--- config.mk ---
export PLATFORM = sky130hd
export DESIGN_NAME = frame_pair_sequencer
export DESIGN_NICKNAME = d
export VERILOG_FILES = /design/src/rtl/frame_pair_sequencer.sv
export SDC_FILE = /design/constraint.sdc
export NUM_CORES = 1
export LEC_CHECK = 0
export BUFFER_PORTS_ARGS = -buffer_cell sky130_fd_sc_hd__buf_4
export CAP_MARGIN = 20
export CORE_AREA = 2 2 90 92
export CTS_BUF_LIST = sky130_fd_sc_hd__clkbuf_2 sky130_fd_sc_hd__clkbuf_4 sky130_fd_sc_hd__clkbuf_8
export DETAILED_ROUTE_END_ITERATION = 7
export DIE_AREA = 0 0 92 94
export HOLD_SLACK_MARGIN = 0.02
export SETUP_SLACK_MARGIN = 0.2
export SYNTH_ARGS = -nofsm -noshare
export SYNTH_HDL_FRONTEND = slang
export SYNTH_SLANG_ARGS = --single-unit
--- constraint.sdc ---
create_clock -name clk -period 2.5 [get_ports clk]
set_input_delay 0.375 -clock clk [delete_from_list [all_inputs] [get_ports clk]]
set_output_delay 0.375 -clock clk [all_outputs]
set_load 0.05 [all_outputs]
--- src/rtl/frame_pair_sequencer.sv ---
// Sequences start pulses, stream checks, pipeline drain and inter-pair gaps for the dual
// frame buffer during multi-pair optical-flow runs.
module frame_pair_sequencer #(
   parameter int unsigned IMAGE_WIDTH    = 320,
   parameter int unsigned IMAGE_HEIGHT   = 240,
   parameter int unsigned MAX_PAIRS      = 16,
   parameter int unsigned DRAIN_CYCLES   = 8,
   parameter int unsigned GAP_CYCLES     = 4,
   parameter int unsigned TIMEOUT_CYCLES = IMAGE_WIDTH*IMAGE_HEIGHT+64,
   localparam int unsigned PW            = $clog2(MAX_PAIRS+1)
) (
   input  logic          clk,
   input  logic          rst_n,
   input  logic          cmd_start,
   input  logic          cmd_abort,
   input  logic [PW-1:0] num_pairs,
   output logic          fb_start,
   input  logic          fb_pixel_valid,
   input  logic          fb_frame_done,
   input  logic          pipe_busy,
   output logic [PW-1:0] pair_idx,
   output logic          pair_done,
   output logic          busy,
   output logic          seq_done,
   output logic          err_count,
   output logic          err_timeout,
   output logic          aborted
);

   localparam int unsigned FRAME_PIX = IMAGE_WIDTH*IMAGE_HEIGHT;
   localparam int unsigned PXW       = $clog2(FRAME_PIX+2);
   localparam int unsigned TOW       = $clog2(TIMEOUT_CYCLES+2);
   localparam int unsigned DCW       = $clog2(DRAIN_CYCLES+2);
   localparam int unsigned GCW       = $clog2(GAP_CYCLES+2);

   localparam logic [2:0] S_IDLE   = 3'd0;
   localparam logic [2:0] S_START  = 3'd1;
   localparam logic [2:0] S_STREAM = 3'd2;
   localparam logic [2:0] S_DRAIN  = 3'd3;
   localparam logic [2:0] S_GAP    = 3'd4;
   localparam logic [2:0] S_DONE   = 3'd5;

   logic [2:0]     state, state_nxt;
   logic [PW-1:0]  num_pairs_q;
   logic [PXW-1:0] pix_cnt;
   logic [TOW-1:0] to_cnt;
   logic [DCW-1:0] drain_cnt;
   logic [GCW-1:0] gap_cnt;

   logic accept, abort_hit, frame_ok, to_hit, drain_met, gap_met, last_pair;

   assign accept    = (state == S_IDLE) && cmd_start && !cmd_abort;
   assign abort_hit = cmd_abort && (state inside {S_START, S_STREAM, S_DRAIN, S_GAP});
   assign frame_ok  = (pix_cnt == PXW'(FRAME_PIX));
   assign to_hit    = (32'(to_cnt) + 32'd1 >= TIMEOUT_CYCLES);
   assign drain_met = (32'(drain_cnt) + 32'd1 >= DRAIN_CYCLES) && !pipe_busy;
   assign gap_met   = (32'(gap_cnt) + 32'd1 >= GAP_CYCLES);
   assign last_pair = ((pair_idx + PW'(1)) == num_pairs_q);

   always_comb begin
      state_nxt = state;
      case (state)
         S_IDLE:   if (accept) state_nxt = (num_pairs == '0) ? S_DONE : S_START;
         S_START:  state_nxt = S_STREAM;
         S_STREAM: begin
            // end-of-frame takes priority over a simultaneous timeout
            if (fb_frame_done)  state_nxt = S_DRAIN;
            else if (to_hit)    state_nxt = S_DONE;
         end
         S_DRAIN:  if (drain_met) state_nxt = last_pair ? S_DONE :
                                              (GAP_CYCLES == 0) ? S_START : S_GAP;
         S_GAP:    if (gap_met) state_nxt = S_START;
         S_DONE:   state_nxt = S_IDLE;
         default:  state_nxt = S_IDLE;
      endcase
      if (abort_hit) state_nxt = S_DONE;
   end

   // Pulse/level outputs are registered from the next state so they align with the state.
   always_ff @(posedge clk or negedge rst_n) begin
      if (!rst_n) begin
         state       <= S_IDLE;
         num_pairs_q <= '0;
         pair_idx    <= '0;
         pix_cnt     <= '0;
         to_cnt      <= '0;
         drain_cnt   <= '0;
         gap_cnt     <= '0;
         fb_start    <= 1'b0;
         pair_done   <= 1'b0;
         busy        <= 1'b0;
         seq_done    <= 1'b0;
         err_count   <= 1'b0;
         err_timeout <= 1'b0;
         aborted     <= 1'b0;
      end else begin
         state     <= state_nxt;
         fb_start  <= (state_nxt == S_START);
         busy      <= (state_nxt != S_IDLE);
         seq_done  <= (state_nxt == S_DONE);
         pair_done <= (state == S_DRAIN) && drain_met && !abort_hit;

         if (accept) begin
            num_pairs_q <= (num_pairs > PW'(MAX_PAIRS)) ? PW'(MAX_PAIRS) : num_pairs;
            pair_idx    <= '0;
            err_count   <= 1'b0;
            err_timeout <= 1'b0;
            aborted     <= 1'b0;
         end
         if (abort_hit) aborted <= 1'b1;

         if (state_nxt == S_START && (state == S_DRAIN || state == S_GAP))
            pair_idx <= pair_idx + PW'(1);

         if (state == S_START) begin
            pix_cnt <= '0;
            to_cnt  <= '0;
         end else if (state == S_STREAM) begin
            if (fb_pixel_valid && !fb_frame_done && pix_cnt != PXW'(FRAME_PIX+1))
               pix_cnt <= pix_cnt + PXW'(1);
            if (32'(to_cnt) < TIMEOUT_CYCLES)
               to_cnt <= to_cnt + TOW'(1);
            if (!abort_hit) begin
               if (fb_frame_done) begin
                  if (!frame_ok) err_count <= 1'b1;
               end else if (to_hit) begin
                  err_timeout <= 1'b1;
               end
            end
         end

         if (state == S_DRAIN) begin
            if (32'(drain_cnt) < DRAIN_CYCLES) drain_cnt <= drain_cnt + DCW'(1);
         end else begin
            drain_cnt <= '0;
         end

         if (state == S_GAP) begin
            if (32'(gap_cnt) < GAP_CYCLES) gap_cnt <= gap_cnt + GCW'(1);
         end else begin
            gap_cnt <= '0;
         end
      end
   end

endmodule

## Word level (Yosys, flattened, before mapping)

Index checks and enable logic that the tools add are counted.

- Flip-flop bits (word level): 61
- Input bits: 12
- Output and inout port bits: 12

- Add/sub/neg operators: 8
- Order comparisons: 7
- Equality and inequality tests: 11
- Multiplexer cells: 36
- Reductions and logical operators: 25

Operator list:

| operator | count |
|---|---|
| 17-bit 2-to-1 mux | 6 |
| 17-bit by 1-bit adder with 17-bit output (second input constant) | 2 |
| 3-bit 2-to-1 mux | 9 |
| 17-bit by 1-bit adder with 18-bit output (second input constant) | 1 |
| 18-bit by 17-bit greater-or-equal comparator with 1-bit output (second input constant) | 1 |
| 17-bit == test (second input constant) | 1 |
| 17-bit less-than comparator (second input constant) | 1 |
| 17-bit != test (second input constant) | 1 |
| 1-bit 2-to-1 mux | 15 |
| 5-bit 2-to-1 mux | 3 |
| 3-bit case mux with 5 select lines | 1 |
| 2-bit nonzero test | 5 |
| 1-bit logical AND | 9 |
| 4-bit 2-to-1 mux | 2 |
| 3-bit by 1-bit == test with 1-bit output (second input constant) | 2 |
| 3-bit by 2-bit == test with 1-bit output (second input constant) | 2 |
| 3-bit == test (second input constant) | 2 |
| 4-bit by 1-bit adder with 5-bit output (second input constant) | 1 |
| 5-bit by 1-bit adder with 5-bit output (second input constant) | 1 |
| 5-bit == test | 1 |
| 5-bit by 4-bit greater-or-equal comparator with 1-bit output (second input constant) | 1 |
| 5-bit > comparator (second input constant) | 1 |
| 5-bit zero test | 1 |
| 3-bit by 1-bit adder with 4-bit output (second input constant) | 1 |
| 12 further kinds | 17 |

## Logic depth before layout (Yosys ltp)

- Depth in word-level cells: 9
- Gate-level depth with buffers: 10
- Depth with buffers taken out: 9

## Least setup slack after synthesis

No wires, ideal clock.

- Path type: reg-to-reg
- Start: register state[2]
- End: register pix_cnt[16]
- Setup time: 132 ps
- Arrival: 2144 ps
- Required time: 2368 ps
- Slack: 224 ps
- Cell stages (with the launch flop): 8
- Clock period less this slack: 2276 ps
- Path through: dfrtp_1 > nor2b_2 > nand2_1 > a2111oi_4 > o2111ai_2 > or4_1 > xor2_1 > nor2_1

- Longest elaborated chain between the ends: 3

RTL lines:

| what | line | text |
|---|---|---|
| start, declared | 43 | `logic [2:0] state, state_nxt;` |
| start signal, assigned | 97 | `state <= state_nxt;` |
| 3-bit by 1-bit == test with 1-bit output or 3-bit by 2-bit == test with 1-bit output (tied branches) | 115, 118 |  |
| 2-bit nonzero test (no source line) | n/a |  |
| 2-bit AND reduction (no source line) | n/a |  |
| end signal, assigned | 120 | `pix_cnt <= pix_cnt + PXW'(1);` |
| end, declared | 45 | `logic [PXW-1:0] pix_cnt;` |

Several ways; a longest one is shown, not always the timed one.
A chain may end at the register's enable or synchronous reset.

## Worst setup path in the final report

- Start: register to_cnt[7]
- End: register to_cnt[9]

- Longest elaborated chain between the ends: 4

RTL lines:

| what | line | text |
|---|---|---|
| start, declared | 46 | `logic [TOW-1:0] to_cnt;` |
| start signal, assigned | 122 | `to_cnt <= to_cnt + TOW'(1);` |
| 17-bit by 1-bit adder with 17-bit output | 122 |  |
| 17-bit 2-to-1 mux | 121 | `if (32'(to_cnt) < TIMEOUT_CYCLES)` |
| 17-bit 2-to-1 mux | 118 | `end else if (state == S_STREAM) begin` |
| 17-bit 2-to-1 mux | 115 | `if (state == S_START) begin` |

Several ways; a longest one is shown, not always the timed one. The select of a mux whose other input is x is not followed.

==> key figures <==
Outcome
  – Run status: complete, no violations

Synthesis
  – Post-synth ARST share: 100%
  – Mean Syn Cell Area: 9.08 um^2
  – Ys flop type: dfrtp_1
  – Post-Synthesis Cell Area: 3570 um^2
  – Syn. warnings: 0
  – EDFF count, synth: 0
  – Post-synthesis cell count: 393
  – Xor and xnor area share after synthesis: 6.14%
  – Register area share after synthesis: 42.8%
  – Post-Synth Adder-Cell Area: 3.16%
  – Largest family of logic cells by synthesized area: simple AND/OR/NAND/NOR gates
  – Synth Area in Compound Gates: 19.6%
  – Multiplexer share of the synthesized area: 1.16%
  – Post-Synth Simple-Gate Area: 23.0%
  – Flop and latch count out of synthesis: 61
  – Mapped Nets: 414
  – Yosys cell types: 61

Timing
  – Worst-margin pin slew: 0.768 ns
  – Max frequency: 455 MHz
  – Setup ws final: 0.303 ns
  – Final TNS setup: 0 ns
  – Final slew viol count: 0
  – Clock skew: 0.0103 ns
  – Fin Hold WS: 0.122 ns
  – Fin crit share: 87.9%
  – RSZ-0062 raised after global routing: yes
  – Final setup vio count: 0
  – Final min period: 2.20 ns
  – Slew HR: 48.8%
  – Fin. Hold Viols: 0

Floorplan
  – Initial Utilization: 46.9%
  – Die area: 8650 um^2
  – Row Count: 32
  – # IOs: 24
  – Die Height: 94 um
  – Core Region: 7610 um^2
  – Chip Width: 92 um

Drt
  – DRC violations left: 0
  – Via density: 5.60
  – Routed vias: 2989
  – Avg WL per Cell: 14.8 um
  – 1st-iter DRT viols: 67
  – Post-route ant nets: 0
  – Initial DRT Pass Iterations: 4
  – Drt total wl: 7.89 mm

Final layout
  – Cell area after layout: 4220 um^2
  – Layout area overhead: 18.4%
  – Fillers: 695
  – Antenna Cells: 0
  – Non-Filler Instances: 534
  – # nets final: 448
  – Area of the multi-input gates: 1990 um^2
  – Share of cells above drive strength 1: 21.5%
  – Register area: 1540 um^2

Place
  – Worst Setup Slack post-DPL: 0.125 ns
  – Port bufs: 23
  – Final GP Congestion: 0.823
  – Placed insts: 518
  – Placed Area: 3940 um^2
  – Post-DP HPWL: 5.46 mm

Worst setup path
  – Crit path kind: register to register
  – Critical Path AT: 2.41 ns
  – Crit path max fanout: 18
  – Critical path capture point type: register
  – CP Launch Type: register
  – CP Launch Point: to_cnt[7]
  – Req. time, crit path: 2.71 ns
  – Reg-to-reg critical path startpoint: to_cnt[7]

CTS
  – Worst skew pair latency: 0.33 ns
  – CTS sink count: 61
  – Clk slew on worst S/H paths: 0.07 ns
  – H-tree Lvls: 3
  – CTS Root Cell: clkbuf_8
  – Post-CTS Repair Setup Buffers: 0
  – Clock buffer depth: 2
  – TritonCTS clock tree: done
  – Total CTS buffers: 9

GRT
  – Initial antenna violation count: 0
  – Gr ovfl total: 0
  – Gr usage total: 19.7%
  – First-pass GRT wire length: 13.5 mm
  – Largest net degree at the start of global routing: 62
  – Vias in the first global route: 2892

Pwr
  – VDD IR-drop max: 0.000388 V
  – Leakage: 1.87 nW
  – Power density over cell area: 788 nW/um^2

Min path
  – Hold WC Path Type: input pin to async pin

Flow run
  – Max-cap violations: 0
## cells in the mapped netlist, drive strengths merged, types with 2 or more instances
master,instances,area [um^2]
and2,8,50.1
o21ai,32,160
o2bb2ai,2,17.5
nand3b,2,15.0
nor2,37,139
nor2b,6,40.0
xor2,11,96.3
nand2b,8,50.1
clkbuf,14,53.8
a21o,4,30.0
o31ai,9,67.6
dfrtp,61,1530
xnor2,14,123
and4,4,37.5
a211oi,3,22.5
nand3,14,70.1
nor3,6,30.0
mux2i,3,30.0
nand4,6,43.8
a21oi,16,80.1
or3b,2,17.5
nand2,33,124
nor4,7,43.8
o2111ai,5,50.0
buf,6,32.5
ha,9,113
o22ai,2,12.5
a31oi,4,25.0
or2,2,12.5
o41ai,5,43.8
and3,12,75.1
o211a,2,20.0
a32o,2,20.0
or3,5,31.3
inv,16,60.1
o211ai,2,15.0
## path summary, 6_finish.rpt
check	endpoint	slack, ns	cells after the start
max	to_cnt[9]	0.30	8
min	gap_cnt[0]	0.12	1
max reg2reg	to_cnt[9]	0.30	8
min reg2reg	err_count	0.50	1
max in group asynchronous	to_cnt[6]	1.82	1
min in group clk	num_pairs_q[1]	0.31	3
## logic make-up (layout without fill, tap and decap cells)
group | after synthesis | after routing
buffers and inverters | 36 | 75
flip-flops | 61 | 61
AND/OR/NAND/NOR | 157 | 157
AO/OA/AOI/OAI | 101 | 101
adder cells (fa/ha/maj) | 9 | 9
XOR/XNOR | 25 | 25
multiplexers | 4 | 4
## where the power goes
group	total [mW]	switching, mW	internal (mW)
logic	1.22	0.771	0.445
registers	1.31	0.163	1.14
clock network	0.806	0.386	0.420
total	3.33	1.32	2.01
## layout by cell type (no fill, tap or decap), types with 3 or more instances in the layout
master and n:
a21o_1 4, a21oi_1 15, a31oi_1 4, and2_1 8, and3_1 12, buf_4 43
clkbuf_8 11, clkinv_2 3, dfrtp_1 51, dfrtp_2 10, ha_1 8, inv_1 15
nand2_1 33, nand2b_1 8, nand3_1 14, nand4_1 5, nor2_1 36, nor2b_1 5
nor3_1 4, nor4_1 5, o2111ai_1 3, o21ai_0 32, o31ai_1 9, o41ai_1 4
or3_1 5, xnor2_1 14, xor2_1 11
## sequential cells by signal (all words and copies together) (netlist names)
signal,count
pix_cnt,17
drain_cnt,4
num_pairs_q,5
state,3
busy,1
aborted,1
gap_cnt,3
pair_idx,5
err_timeout,1
err_count,1
to_cnt,17
fb_start,1
pair_done,1
seq_done,1
## critical path, cell delays in order (launching register included)
cell and delay (ns):
dfrtp_2 0.44, o41a_1 0.42, a21o_1 0.18, a211o_1 0.31
a21o_1 0.20, buf_4 0.19, a21oi_1 0.12, o21ai_0 0.09
o31ai_1 0.11
## routing by layer
metal | GRT usage (%) | up-vias | wire length (um)
met3 | 5.38 | 2 | 296
met2 | 31.6 | 53 | 3700
met1 | 26.1 | 1448 | 3850
li1 | - | 1486 | -
met5 | 0 | - | 0
met4 | 5.85 | 0 | 44
## through the flow
stage | power [mW] | util [%]
2_1_floorplan | 2.13 | -
3_3_place_gp | 2.47 | 51.7
3_5_place_dp | 2.50 | 51.7
4_1_cts | 3.32 | 54.2
5_1_grt | 3.56 | 55.5
6_report | 3.33 | 55.5
## cell type report
type / instances / area share [%]
well taps: 102 / 3.02
clock inverters: 4 / 0.533
clock buffers: 12 / 3.76
flip-flops and latches: 61 / 36.4
multi-input cells: 296 / 47.2
inverters: 16 / 1.42
repair buffers: 43 / 7.64
## timing repair
item                       in CTS  in global routing
resized for setup               2                 28
hold buffers                    0                  0
setup endpoints to repair       5                 29
pin swaps                       0                  1
No activity file was read; power rests on OpenSTA's default activity.
